## config.mk

```make
export PLATFORM = sky130hd
export DESIGN_NAME = tree_resource_credit_sched
export DESIGN_NICKNAME = d
export VERILOG_FILES = /design/src/rtl/tree_resource_credit_sched.sv
export SDC_FILE = /design/constraint.sdc
export NUM_CORES = 1
export LEC_CHECK = 0
export BUFFER_PORTS_ARGS = -buffer_cell sky130_fd_sc_hd__buf_2
export CORE_AREA = 2 2 237 239
export DETAILED_ROUTE_END_ITERATION = 16
export DIE_AREA = 0 0 239 241
export SETUP_SLACK_MARGIN = 0.4
export SLEW_MARGIN = 20
export SYNTH_ARGS = -nofsm -noshare
export SYNTH_HDL_FRONTEND = slang
export SYNTH_SLANG_ARGS = --single-unit
export TNS_END_PERCENT = 10
```

## constraint.sdc

```tcl
create_clock -name i_clk -period 3.58 [get_ports i_clk]
set_clock_uncertainty 0.15 [all_clocks]
set_input_delay 0.537 -clock i_clk [delete_from_list [all_inputs] [get_ports i_clk]]
set_output_delay 0.537 -clock i_clk [all_outputs]
set_load 0.02 [all_outputs]
```

## src/rtl/tree_resource_credit_sched.sv

```systemverilog
// Round-robin packet arbiter sharing one pipelined core between NUM_IN requesters, with per-requester
// outstanding-packet credit; responses are steered back by the requester tag stamped into ctl.
module tree_resource_credit_sched #(
  parameter int NUM_IN      = 4,
  parameter int CTL_BITS    = 16,
  parameter int DAT_BITS    = 64,
  parameter int OVR_WRT_BIT = 0,
  parameter int MAX_OUT     = 4
) (
  input  logic                                   i_clk,
  input  logic                                   i_rst_n,
  input  logic [NUM_IN-1:0]                      i_req_val,
  input  logic [NUM_IN-1:0]                      i_req_sop,
  input  logic [NUM_IN-1:0]                      i_req_eop,
  input  logic [NUM_IN*DAT_BITS-1:0]             i_req_dat,
  input  logic [NUM_IN*CTL_BITS-1:0]             i_req_ctl,
  output logic [NUM_IN-1:0]                      o_req_rdy,
  output logic                                   o_res_val,
  output logic                                   o_res_sop,
  output logic                                   o_res_eop,
  output logic [DAT_BITS-1:0]                    o_res_dat,
  output logic [CTL_BITS-1:0]                    o_res_ctl,
  input  logic                                   i_res_rdy,
  input  logic                                   i_rsp_val,
  input  logic                                   i_rsp_sop,
  input  logic                                   i_rsp_eop,
  input  logic [DAT_BITS-1:0]                    i_rsp_dat,
  input  logic [CTL_BITS-1:0]                    i_rsp_ctl,
  output logic                                   o_rsp_rdy,
  output logic [NUM_IN-1:0]                      o_rsp_val,
  output logic                                   o_rsp_sop,
  output logic                                   o_rsp_eop,
  output logic [DAT_BITS-1:0]                    o_rsp_dat,
  output logic [CTL_BITS-1:0]                    o_rsp_ctl,
  input  logic [NUM_IN-1:0]                      i_rsp_rdy,
  output logic [NUM_IN*$clog2(MAX_OUT+1)-1:0]    o_out_cnt,
  output logic                                   o_err
);

  localparam int TW = $clog2(NUM_IN);
  localparam int CW = $clog2(MAX_OUT+1);

  typedef enum logic {IDLE, BUSY} state_t;

  state_t              state_q, state_d;
  logic [TW-1:0]       grant_q, grant_d;
  logic [TW-1:0]       rr_q, rr_d;
  logic [CW-1:0]       cnt_q [NUM_IN];
  logic [CW-1:0]       cnt_d [NUM_IN];
  logic                err_q, err_d;

  logic [NUM_IN-1:0]   elig;
  logic [NUM_IN-1:0]   inc_v, dec_v;
  logic                found, issue_eop, tag_ok, rsp_eop;
  logic [TW-1:0]       rsp_tag;
  logic [CTL_BITS-1:0] ctl_tmp;
  int                  idx;

  // Request side: arbitration in IDLE, packet forwarding in BUSY
  always_comb begin
    state_d   = state_q;
    grant_d   = grant_q;
    rr_d      = rr_q;
    o_req_rdy = '0;
    o_res_val = 1'b0;
    o_res_sop = 1'b0;
    o_res_eop = 1'b0;
    o_res_dat = '0;
    ctl_tmp   = '0;
    o_res_ctl = '0;
    issue_eop = 1'b0;
    found     = 1'b0;
    idx       = 0;
    elig      = '0;
    for (int i = 0; i < NUM_IN; i++)
      elig[i] = i_req_val[i] & i_req_sop[i] & (cnt_q[i] < CW'(MAX_OUT));
    if (state_q == IDLE) begin
      for (int k = 0; k < NUM_IN; k++) begin
        idx = int'(rr_q) + k;
        if (idx >= NUM_IN) idx = idx - NUM_IN;
        for (int i = 0; i < NUM_IN; i++) begin
          if (!found && i == idx && elig[i]) begin
            found   = 1'b1;
            grant_d = TW'(i);
          end
        end
      end
      if (found) state_d = BUSY;
    end else begin
      for (int i = 0; i < NUM_IN; i++) begin
        if (grant_q == TW'(i)) begin
          o_res_val    = i_req_val[i];
          o_res_sop    = i_req_sop[i];
          o_res_eop    = i_req_eop[i];
          o_res_dat    = i_req_dat[i*DAT_BITS +: DAT_BITS];
          ctl_tmp      = i_req_ctl[i*CTL_BITS +: CTL_BITS];
          o_req_rdy[i] = i_res_rdy;
        end
      end
      ctl_tmp[OVR_WRT_BIT +: TW] = grant_q;
      o_res_ctl = ctl_tmp;
      issue_eop = o_res_val & i_res_rdy & o_res_eop;
      if (issue_eop) begin
        state_d = IDLE;
        rr_d    = (grant_q == TW'(NUM_IN-1)) ? '0 : grant_q + TW'(1);
      end
    end
  end

  // Response side: steer by tag; unknown tags are swallowed so the core never stalls on them
  always_comb begin
    rsp_tag   = i_rsp_ctl[OVR_WRT_BIT +: TW];
    o_rsp_val = '0;
    o_rsp_rdy = 1'b1;
    tag_ok    = 1'b0;
    o_rsp_sop = i_rsp_sop;
    o_rsp_eop = i_rsp_eop;
    o_rsp_dat = i_rsp_dat;
    o_rsp_ctl = i_rsp_ctl;
    for (int i = 0; i < NUM_IN; i++) begin
      if (rsp_tag == TW'(i)) begin
        tag_ok       = 1'b1;
        o_rsp_val[i] = i_rsp_val;
        o_rsp_rdy    = i_rsp_rdy[i];
      end
    end
    rsp_eop = i_rsp_val & o_rsp_rdy & i_rsp_eop & tag_ok;
  end

  // Outstanding counters; a simultaneous issue and return cancel out
  always_comb begin
    err_d     = err_q;
    o_out_cnt = '0;
    inc_v     = '0;
    dec_v     = '0;
    if (i_rsp_val && !tag_ok) err_d = 1'b1;
    for (int i = 0; i < NUM_IN; i++) begin
      cnt_d[i] = cnt_q[i];
      inc_v[i] = issue_eop & (grant_q == TW'(i));
      dec_v[i] = rsp_eop & (rsp_tag == TW'(i));
      if (inc_v[i] && !dec_v[i]) begin
        cnt_d[i] = cnt_q[i] + CW'(1);
      end else if (dec_v[i] && !inc_v[i]) begin
        if (cnt_q[i] == '0) err_d = 1'b1;
        else                cnt_d[i] = cnt_q[i] - CW'(1);
      end
      o_out_cnt[i*CW +: CW] = cnt_q[i];
    end
    o_err = err_q;
  end

  always_ff @(posedge i_clk or negedge i_rst_n) begin
    if (!i_rst_n) begin
      state_q <= IDLE;
      grant_q <= '0;
      rr_q    <= '0;
      err_q   <= 1'b0;
      for (int i = 0; i < NUM_IN; i++) cnt_q[i] <= '0;
    end else begin
      state_q <= state_d;
      grant_q <= grant_d;
      rr_q    <= rr_d;
      err_q   <= err_d;
      for (int i = 0; i < NUM_IN; i++) cnt_q[i] <= cnt_d[i];
    end
  end

endmodule

```

==> out/metrics.yaml <==
detailed_routing:
  wl_mm: 30.69
  viasPerCell: 3.867
  drt_iter0_drc: 419
  dr_total_vias: 7019
  wl_per_cell_um: 16.91
  first_pass_iters: 5
  antenna_left: 0
  drc_errors: 0
synth:
  synthSimpleGateAreaFrac: 0.2194
  synth_compound_gate_area_share: 0.3907
  synthArstFlopShare: 1.000
  synth_warnings: 0
  synth_ff_type: "dfrtp_1"
  syn_inst: 788
  ys_ff_latch: 18
  synth_cell_types: 42
  synth_fa_ha_area_frac: 0.04426
  postSynthAreaPerCell_um2: 6.601
  synth_seq_area_share: 0.08660
  synth_area_um2: 5201
  synthesis.nets: 1226
  synth_top_family_by_area: "compound AO/OA/AOI/OAI gates"
  synth_edf_count: 0
  yosys.area_share.xor_xnor: 0.003368
  muxShareOfSynthArea: 0.01275
setup_path:
  cp_max_fo: 8
  end_kind: "flip-flop"
  crit_start: "grant_q[0]"
  arrival_ns: 3.28
  r2r-start: "grant_q[0]"
  crit_path_start_kind: "flip-flop"
  critPathRequiredTime_ns: 3.61
  critical_path_class: "flip-flop to flip-flop"
job:
  max_cap_viol_count: 0
timing:
  min_period_over_period: 0.9100
  worst_pin_slew_ns: 0.7842
  hold_viol: 0
  maxSlewViolCount: 0
  fmax_mhz: 307.0
  whs_ns: 0.07755
  rsz0062_at_grt: "yes"
  tns_ns: 0
  setup_viol: 0
  slew_headroom: 0.4772
  fin_crit_ns: 3.258
floorplanning:
  die_area_um2: 57600
  initial_core_util: 0.09478
  core_area_um2: 54880
  rows: 86
  die-height_um: 241
  dieWidth_um: 239
  io_pins: 609
grt:
  grt_pass1_vias: 6107
  antenna_found_initial: 9
  grt_use_total: 0.09438
  grt-ovfl-total: 0
  grt_pass1_wl_mm: 40.29
  grt_start_max_net_pins: 97
place:
  dp_cells: 1797
  io_buffer_count: 442
  dp_hpwl_mm: 25.50
  gp_congestion: 0.7816
clocking:
  clk_latency_ns: 0.25
  cts_tree: "yes"
  numCtsBuffers: 3
  clk_pin_slew_ns: 0.06
  cts_hold_buf: 0
  root_buffer: "clkbuf_16"
  cts_sinks: 18
  htree_levels: 1
  cts_buffer_depth: 2
pwr:
  p_leak_uw: 0.003952
  max-vdd-ir-drop_mv: 0.6043
  pwr_density_cell_nw_per_um2: 917.6
layout:
  syn_to_final_growth_pct: 51.86
  layout_common_cells: "buf_2, nand2_1, a21oi_1"
  fin_util: 0.1439
  fin_cells: 1815
  final_layout_size_suffix_gt1_frac: 0.4571
  final_nets: 1546
  mostFrequentLayoutCell: "buf_2"
worst_hold_path:
  hold_class: "input pin to asynchronous set/reset pin"
run_status:
  status: "finished, final reports clean"
[path summary, 6_finish.rpt]
path                                      to  slack (ns)  cells after the start
worst max-delay path            o_out_cnt[8]        0.32                     13
worst min-delay path            o_out_cnt[9]        0.08                      1
worst max register to register  o_out_cnt[8]        0.32                     13
worst min register to register         o_err        0.41                      2
max in group asynchronous         grant_q[0]        2.86                      1
min in group i_clk                     o_err        0.41                      2
[routing by layer]
layer | part of all wire | global-route usage | up-vias
li1 | - | - | 3349
met1 | 0.39 | 0.1106 | 3168
met2 | 0.46 | 0.1598 | 469
met3 | 0.14 | 0.04209 | 25
met4 | 0.013 | 0.01705 | 8
met5 | 0.0015 | 0 | -
[where the power goes]
part | internal (uW) | switching, uW
sequential | 293 | 165
clock | 170 | 86.8
combinational | 2350 | 4190
total | 2810 | 4440
[synth_stat cells (2+ instances only)]
cell | number | share of area
inv_1 | 94 | 0.068
and3_1 | 7 | 0.0084
o21ai_0 | 5 | 0.0048
nand2_1 | 94 | 0.068
nor3b_1 | 2 | 0.0029
and2_1 | 5 | 0.0060
nor2_1 | 18 | 0.013
a221oi_1 | 79 | 0.13
ha_1 | 12 | 0.029
nand3_1 | 5 | 0.0048
or2_2 | 3 | 0.0036
o22a_1 | 4 | 0.0067
nand4b_1 | 2 | 0.0034
and3b_1 | 5 | 0.0084
xnor2_1 | 2 | 0.0034
buf_2 | 11 | 0.011
a21o_1 | 3 | 0.0043
nor3_1 | 10 | 0.0096
nor2b_1 | 65 | 0.078
a41oi_1 | 2 | 0.0034
a211o_1 | 79 | 0.13
a21oi_1 | 93 | 0.089
clkbuf_1 | 61 | 0.044
buf_4 | 82 | 0.12
nand3b_1 | 5 | 0.0072
mux2_2 | 2 | 0.0043
dfrtp_1 | 18 | 0.087
or3_1 | 2 | 0.0024
fa_1 | 4 | 0.015
a31oi_1 | 2 | 0.0024
[cells by family (layout without fill, tap and decap cells)]
| family | Yosys count | count (layout) |
|---|---|---|
| AOI/OAI and AO/OA | 272 | 272 |
| xor gates and xnor gates | 2 | 2 |
| adders and majority gates | 16 | 16 |
| buffers and inverters | 249 | 568 |
| DFF | 18 | 18 |
| muxes | 5 | 5 |
| other | 0 | 4 |
| and+or+nand+nor | 226 | 226 |
[flip-flops by register name, indices dropped and copies added (netlist names)]
name       count
o_err          1
o_out_cnt     12
state_q        1
grant_q        2
rr_q           2
[area by class of cell]
cell class,count,area [um^2]
diodes,4,10.01
clock buffers,4,88.84
fillers,6331,46980
inverters,94,356.6
multi-input cells,521,3626
flip-flops and latches,18,451.7
well taps,704,880.8
repair buffers,470,2485
[worst max-delay path: stages, from the launching register on]
cell and delay (ns):
dfrtp_2 0.45, buf_4 0.16, ha_4 0.19, a2111o_1 0.46, a2111oi_4 0.34, buf_6 0.19
and2_4 0.16, ha_4 0.13, inv_2 0.03, fa_2 0.33, or2_4 0.24, o21ai_1 0.11
a21oi_1 0.09, a21oi_1 0.15
[what timing repair did]
item | 4_1_cts | 5_1_grt
setup buffers | 9 | 1
gates resized for setup | 7 | 3
pin swaps | 7 | 0
endpoints found under the setup margin | 33 | 45
[per-stage QoR]
stage,area (um^2),power [uW],worst slack [ns]
finish,7899,7248,0.3224
global route,7896,7818,0.1935
CTS,7860,7279,0.3470
detailed placement,7681,6917,0.1418
global placement,7681,6902,0.2046
floorplan,5288,4711,0.3935
No activity file was read; power rests on OpenSTA's default activity.
